$ cat config.mk
export PLATFORM = sky130hd
export DESIGN_NAME = imm_gen_pipe
export DESIGN_NICKNAME = d
export VERILOG_FILES = /design/src/rtl/imm_gen_pipe.sv
export SDC_FILE = /design/constraint.sdc
export NUM_CORES = 1
export LEC_CHECK = 0
export CORE_MARGIN = 2
export CORE_UTILIZATION = 40
export CTS_BUF_LIST = sky130_fd_sc_hd__clkbuf_4
export DETAILED_ROUTE_END_ITERATION = 6
export PLACE_DENSITY_LB_ADDON = 0.12
export SETUP_SLACK_MARGIN = 0.15
export SYNTH_ARGS = -nofsm -noshare
export SYNTH_HDL_FRONTEND = slang
export SYNTH_SLANG_ARGS = --single-unit
$ cat constraint.sdc
create_clock -name clk -period 2.3 [get_ports clk]
set_input_delay 0.46 -clock clk [delete_from_list [all_inputs] [get_ports clk]]
set_output_delay 0.46 -clock clk [all_outputs]
set_load 0.02 [all_outputs]
$ cat src/rtl/imm_gen_pipe.sv
// imm_gen_pipe: decodes the immediate field of a 32-bit ARMv8 instruction word
// and extends it to XLEN bits. Results are queued in a 2-entry FIFO with
// valid/ready handshakes on both sides. in_ready depends only on the
// registered occupancy, so decode never sees a combinational path from execute.
// Optional feature macro: SEU_ERR_CNT_EN adds the err_count port, which counts
// accepted reserved-mode and unrepresentable MOVimm requests.
module imm_gen_pipe #(
  parameter int XLEN  = 64,
  parameter int TAG_W = 5
) (
  input  logic             clk,
  input  logic             reset,
  input  logic             in_valid,
  output logic             in_ready,
  input  logic [2:0]       in_mode,
  input  logic [31:0]      in_ins,
  input  logic [TAG_W-1:0] in_tag,
  output logic             out_valid,
  input  logic             out_ready,
  output logic [XLEN-1:0]  out_value,
  output logic [TAG_W-1:0] out_tag,
  output logic             out_illegal
`ifdef SEU_ERR_CNT_EN
  ,
  output logic [15:0]      err_count
`endif
);

  localparam logic [2:0] MODE_ALUIMM = 3'b000;
  localparam logic [2:0] MODE_BR     = 3'b001;
  localparam logic [2:0] MODE_CB     = 3'b010;
  localparam logic [2:0] MODE_DT     = 3'b011;
  localparam logic [2:0] MODE_MOV    = 3'b100;
  localparam logic [2:0] MODE_LDST   = 3'b101;
  localparam logic [2:0] MODE_ADR    = 3'b110;

  // Instruction bits [28:26] are not part of any immediate format.
  logic unused_ins_bits;
  assign unused_ins_bits = ^in_ins[28:26];

  logic [63:0]      wide_d;
  logic [XLEN-1:0]  dec_value_d;
  logic             dec_illegal_d;

  logic             push;
  logic             pop;
  logic [1:0]       count_q, count_d;
  logic             wr_ptr_q, wr_ptr_d;
  logic             rd_ptr_q, rd_ptr_d;

  // Decode the immediate at full 64-bit width, then truncate to XLEN.
  always_comb begin
    wide_d        = '0;
    dec_illegal_d = 1'b0;
    case (in_mode)
      MODE_ALUIMM: wide_d = in_ins[22] ? {40'b0, in_ins[21:10], 12'b0}
                                       : {52'b0, in_ins[21:10]};
      MODE_BR:     wide_d = {{36{in_ins[25]}}, in_ins[25:0], 2'b00};
      MODE_CB:     wide_d = {{43{in_ins[23]}}, in_ins[23:5], 2'b00};
      MODE_DT:     wide_d = {{55{in_ins[20]}}, in_ins[20:12]};
      MODE_MOV: begin
        // hw=2/3 would place the halfword above bit 31 of a 32-bit result.
        if ((XLEN == 32) && in_ins[22]) dec_illegal_d = 1'b1;
        else wide_d = {48'b0, in_ins[20:5]} << {in_ins[22:21], 4'b0000};
      end
      MODE_LDST:   wide_d = {52'b0, in_ins[21:10]} << in_ins[31:30];
      MODE_ADR:    wide_d = {{43{in_ins[23]}}, in_ins[23:5], in_ins[30:29]};
      default:     dec_illegal_d = 1'b1;
    endcase
  end

  assign dec_value_d = wide_d[XLEN-1:0];

  assign in_ready  = (count_q != 2'd2);
  assign out_valid = (count_q != 2'd0);
  assign push      = in_valid && in_ready;
  assign pop       = out_valid && out_ready;

  // Next-state for occupancy and the read/write pointers.
  always_comb begin
    count_d  = count_q;
    wr_ptr_d = wr_ptr_q;
    rd_ptr_d = rd_ptr_q;
    if (push) wr_ptr_d = ~wr_ptr_q;
    if (pop)  rd_ptr_d = ~rd_ptr_q;
    case ({push, pop})
      2'b10:   count_d = count_q + 2'd1;
      2'b01:   count_d = count_q - 2'd1;
      default: count_d = count_q;
    endcase
  end

  // Occupancy and pointer registers; reset discards everything queued.
  always_ff @(posedge clk) begin
    if (reset) begin
      count_q  <= 2'd0;
      wr_ptr_q <= 1'b0;
      rd_ptr_q <= 1'b0;
    end else begin
      count_q  <= count_d;
      wr_ptr_q <= wr_ptr_d;
      rd_ptr_q <= rd_ptr_d;
    end
  end

  // One storage slot per FIFO entry, written when the write pointer selects it.
  for (genvar gi = 0; gi < 2; gi++) begin : g_entry
    logic [XLEN-1:0]  val_q;
    logic [TAG_W-1:0] tag_q;
    logic             ill_q;

    // Capture the decoded result into this slot on an accepted push.
    always_ff @(posedge clk) begin
      if (reset) begin
        val_q <= '0;
        tag_q <= '0;
        ill_q <= 1'b0;
      end else if (push && (wr_ptr_q == 1'(gi))) begin
        val_q <= dec_value_d;
        tag_q <= in_tag;
        ill_q <= dec_illegal_d;
      end
    end
  end

  assign out_value   = rd_ptr_q ? g_entry[1].val_q : g_entry[0].val_q;
  assign out_tag     = rd_ptr_q ? g_entry[1].tag_q : g_entry[0].tag_q;
  assign out_illegal = rd_ptr_q ? g_entry[1].ill_q : g_entry[0].ill_q;

`ifdef SEU_ERR_CNT_EN
  logic [15:0] err_q;

  // Saturating count of accepted illegal requests; only reset clears it.
  always_ff @(posedge clk) begin
    if (reset) begin
      err_q <= 16'd0;
    end else if (push && dec_illegal_d && (err_q != 16'hFFFF)) begin
      err_q <= err_q + 16'd1;
    end
  end

  assign err_count = err_q;
`endif

endmodule

# Word-level counts from Yosys, hierarchy flattened
# Cells that the tools add are included.
[classes] n_reduce_logical=8 addsub=2 n_eq_ne=9 div=0 n_mux=7 bitwise=2 n_shift=2 multipliers=0 magnitude_cmp=0
[ops] operator="64-bit case mux with 7 select lines" n=1
[ops] operator="64-bit 2-to-1 mux" n=1
[ops] operator="12-bit by 2-bit << shifter with 64-bit output" n=1
[ops] operator="16-bit by 6-bit << shifter with 64-bit output" n=1
[ops] operator="24-bit 2-to-1 mux" n=1
[ops] operator="3-bit equality test, second input constant" n=3
[ops] operator="7-bit OR reduction" n=1
[ops] operator="3-bit by 2-bit equality test with 1-bit output, second input constant" n=2
[ops] operator="5-bit 2-to-1 mux" n=1
[ops] operator="1-bit logical AND" n=4
[ops] operator="2-bit case mux with 2 select lines" n=1
[ops] operator="2-bit nonzero test" n=2
[ops] operator="3-bit by 1-bit equality test with 1-bit output, second input constant" n=1
[ops] operator="3-bit logical NOT" n=1
[ops] operator="2-bit by 1-bit adder with 2-bit output, second input constant" n=1
[ops] operator="2-bit by 1-bit equality test with 1-bit output, second input constant" n=1
[ops] operator="2-bit equality test, second input constant" n=1
[ops] operator="1-bit 2-to-1 mux" n=2
[ops] operator="2-bit != test, second input constant" n=1
[ops] operator="1-bit inverter" n=2
[ops] operator="2-bit by 1-bit subtractor with 2-bit output, second input constant" n=1
[totals] reg_bits=144 mem_bits_ro=0 n_memories=0 latch_bits=0 mem_bits_rw=0 out_inout_bits=72 input_bits=44 wordCells=39

# Logic depth before layout (Yosys ltp)
[depth] depth_word=4 ltp_mapped=8 depth_no_buf=6

# Worst setup path before layout
# No wires, ideal clock.
[synth_timing] path_kind="register to output" start="register rd_ptr_q" end="output out_tag[0]" stages_incl_launch_ff=4 slack_ns=0.460 n_path_buf=2 required_time_ns=1.840 arrival_ns=1.380 path_cell_list="dfxtp_1 > clkbuf_1 > clkbuf_1 > mux2_2"
[synth_between] elab_chain_len=1
[synth_rtl] item="start, declared" line_no="49" rtl="logic rd_ptr_q, rd_ptr_d;"
[synth_rtl] item="start signal, assigned" line_no="102" rtl="rd_ptr_q <= rd_ptr_d;"
[synth_rtl] item="5-bit 2-to-1 mux" line_no="127" rtl="assign out_tag = rd_ptr_q ? g_entry[1].tag_q : g_entry[0].tag_q;"
[synth_rtl] item="end, declared" line_no="21" rtl="output logic [TAG_W-1:0] out_tag,"
# No other way between the ends.

# Final worst setup path
[layout_timing] start="register rd_ptr_q" end="output out_value[38]"
[layout_between] elab_chain_len=1
[layout_rtl] item="64-bit 2-to-1 mux" line_no="126" rtl="assign out_value = rd_ptr_q ? g_entry[1].val_q : g_entry[0].val_q;"
[layout_rtl] item="end, declared" line_no="20" rtl="output logic [XLEN-1:0] out_value,"
# No other way between the ends.

==> flow_summary_export.csv <==
group,metric,value,unit
global_routing,grt_util_all_layers,0.2662,
layout,area_growth,36.86,%
synth,syn-num-nets,826,
global_routing,grt-ovfl-total,0,
timing,hold_violations,0,
synth,synth.top_cell.area_share,0.4021,
global_routing,grt_pass1_vias,6715,
global_routing,grt_first_pass_wirelength,38540,um
pwr,finalPower,8555,uW
routing,wl,25670,um
critical_path,start_kind,"flip-flop",
clocking,h-tree-depth,4,
routing,dr.pass1.iters,6,
floorplanning,io_pins,116,
floorplanning,initial_core_util,0.4116,
critical_path,crit_arrival,1.83,ns
clocking,insertion_delay,0.57,ns
pwr,peakVddDrop,0.0005136,V
global_routing,grt_max_degree,73,
synth,synth_area,7169,um^2
routing,drtIter0Drc,511,
critical_path,crit_path_top_delay_cell,"dfxtp_4",
clocking,cts_buffers,17,
synth,avgSynthCellArea,9.180,um^2
clocking,cts_tree,"yes",
critical_path,cp-end-kind,"primary output",
routing,via_per_inst,5.859,
routing,vias,7037,
timing,period_needed,2.289,ns
floorplanning,core-area,17420,um^2
synth,synth_cell_types,59,
worst_hold_path,hold_path.class,"input pin to flip-flop",
timing,slew_viol_final,0,
pwr,leakagePower,0.004028,uW
floorplanning,die_h,137.9,um
placed_design,post-dp-hpwl,17260,um
floorplanning,dieArea,19010,um^2
synth,yosysWarnings,0,
routing,route.detailed.drc,0,
clocking,cts.path.max_buffers,2,
synth,yosys_register_bits,144,
flow_run,cap_viol_max_count,0,
clocking,clk_pin_slew,0.12,ns
synth,ys_seq_area_frac,0.4021,
critical_path,crit_family,"flip-flops",
timing,worst_clock_skew,0.01402,ns
critical_path,cp.required,1.84,ns
critical_path,slowest_delay,0.47,ns
timing,layout_worst_path_cycle_share,0.9952,
floorplanning,die_w,137.9,um
synth,ys_top_cells_by_area,"dfxtp_1 (40%), mux2_2 (11%), a211oi_1 (5.5%)",
pwr,p_per_area,871.9,nW/um^2
layout,nNetsFinal,1007,
timing,rsz0062_at_grt,"yes",
timing,setup_violations,0,
timing,worst_slew_pin_slew,0.8570,ns
critical_path,cp_cell_sequence,"buf_12, mux2_2, clkdlybuf4s15_1",
critical_path,timing_worst_setup_path_type,"flip-flop to primary output",
critical_path,critPathBufInv,2,
placed_design,place.gp.congestion,0.8965,
clocking,clock-sinks,144,
floorplanning,row_count,48,
synth,postSynthCellCount,781,
routing,ant_nets,0,
timing,setup-tns-final,0,ns
placed_design,portBuffers,112,
routing,drt-wirelength-per-cell,21.37,um
timing,fmax,436.9,MHz
layout,drive_gt1_frac,0.3487,
synth,yosys.area.top_type,"dfxtp_1",
synth,async_reset_ff_frac,0,
clocking,cts_root_buffer,"clkbuf_4",
synth,synth_edf_count,0,
outcome,status,"completed",
global_routing,antenna_found_initial,1,
timing,maxSlewHeadroom,0.4287,
critical_path,cp_max_fo,12,
synth,synthFlopType,"dfxtp_1",
==> logic make-up after synthesis <==
group,count (synthesis),share of synthesized area
AO/OA/AOI/OAI,235,0.2393
adder cells (fa/ha/maj),1,0.001745
flip-flops,144,0.4021
AND/OR/NAND/NOR,206,0.1445
multiplexers,89,0.1361
buffers and inverters,103,0.07260
XOR/XNOR,3,0.003666
==> area by class of cell <==
class	instances	area [um^2]
Antenna cell	1	2.502
Fill cell	1600	7605
Timing Repair Buffer	258	2455
Multi-Input combinational cell	534	3931
Clock inverter	14	93.84
Clock buffer	18	135.1
Tap cell	225	281.5
Inverter	7	26.28
Sequential cell	144	2887
==> registers in the layout (all words and copies together) (netlist names) <==
signal         cells
count_q            2
wr_ptr_q           1
g_entry.ill_q      2
g_entry.tag_q     10
rd_ptr_q           1
g_entry.val_q    128
==> per-layer routing <==
metal | up-vias | share of wire | GRT usage
met1 | 3433 | 0.45 | 0.3695
met4 | 0 | 0.015 | 0.07596
met3 | 35 | 0.073 | 0.05848
li1 | 3292 | - | -
met5 | - | 0 | 0
met2 | 277 | 0.46 | 0.4158
==> worst reg2reg max path, delay by kind of cell (launching register included) <==
kind	cells	cell delay (ns)
flip-flops	1	0.37
adder cells (fa/ha/maj)	1	0.31
AO/OA/AOI/OAI	1	0.14
AND/OR/NAND/NOR	3	0.85
==> synth_stat cells (all sizes together), types with 5 or more instances <==
| library cell | instances |
|---|---|
| dfxtp | 144 |
| nor2 | 78 |
| mux2 | 68 |
| clkbuf | 59 |
| a211oi | 53 |
| nor3 | 40 |
| o21ai | 40 |
| a21oi | 38 |
| buf | 37 |
| a221o | 32 |
| nand2 | 32 |
| mux2i | 21 |
| a311oi | 11 |
| a31oi | 11 |
| and3 | 10 |
| o221a | 10 |
| nor2b | 8 |
| inv | 7 |
| nand2b | 7 |
| o22ai | 7 |
| a22oi | 6 |
| a32oi | 6 |
| a2111oi | 5 |
| nand3b | 5 |
==> worst paths after layout <==
| path | from | endpoint | slack, ns | cells past startpoint |
|---|---|---|---|---|
| max | rd_ptr_q | out_value[38] | 0.01 | 3 |
| min | reset | g_entry[0].val_q[50] | 0.17 | 2 |
| max reg2reg | count_q[1] | count_q[1] | 0.56 | 5 |
| min reg2reg | g_entry[0].tag_q[3] | g_entry[0].tag_q[3] | 0.46 | 2 |
==> cell usage in the layout (no fill, tap or decap), drive strengths merged, types with 11 or more instances in the layout <==
cell type,n
buf,213
dfxtp,144
nor2,78
mux2,68
a211oi,53
nor3,40
o21ai,40
clkdlybuf4s50,39
a21oi,38
nand2,32
a221o,32
mux2i,21
clkbuf,21
a311oi,11
a31oi,11
==> power by group <==
part	internal, uW	switching (uW)
Combinational	2050	1990
Clock	432	981
Sequential	2870	225
==> through the flow <==
stage / util / hold WS (ns) / worst slack, ns / std cells / area (um^2)
floorplan: - / 0.4329 / 0.4598 / 781 / 7169
global placement: 0.5251 / 0.4391 / -0.6475 / 1147 / 9145
detailed placement: 0.5251 / 0.4442 / -0.6268 / 1147 / 9145
CTS: 0.5305 / 0.1377 / -0.07657 / 1180 / 9239
global route: 0.5634 / 0.1469 / -0.05216 / 1201 / 9812
finish: 0.5634 / 0.1691 / 0.01111 / 1201 / 9812
==> timing repair <==
action | in CTS | in global routing
cloned | 0 | 4
endpoints found under the setup margin | 74 | 71
resized for setup | 205 | 252
hold buffers | 0 | 0
setup buffers | 1 | 16
Note: power is estimated with default switching activity, not from simulation.
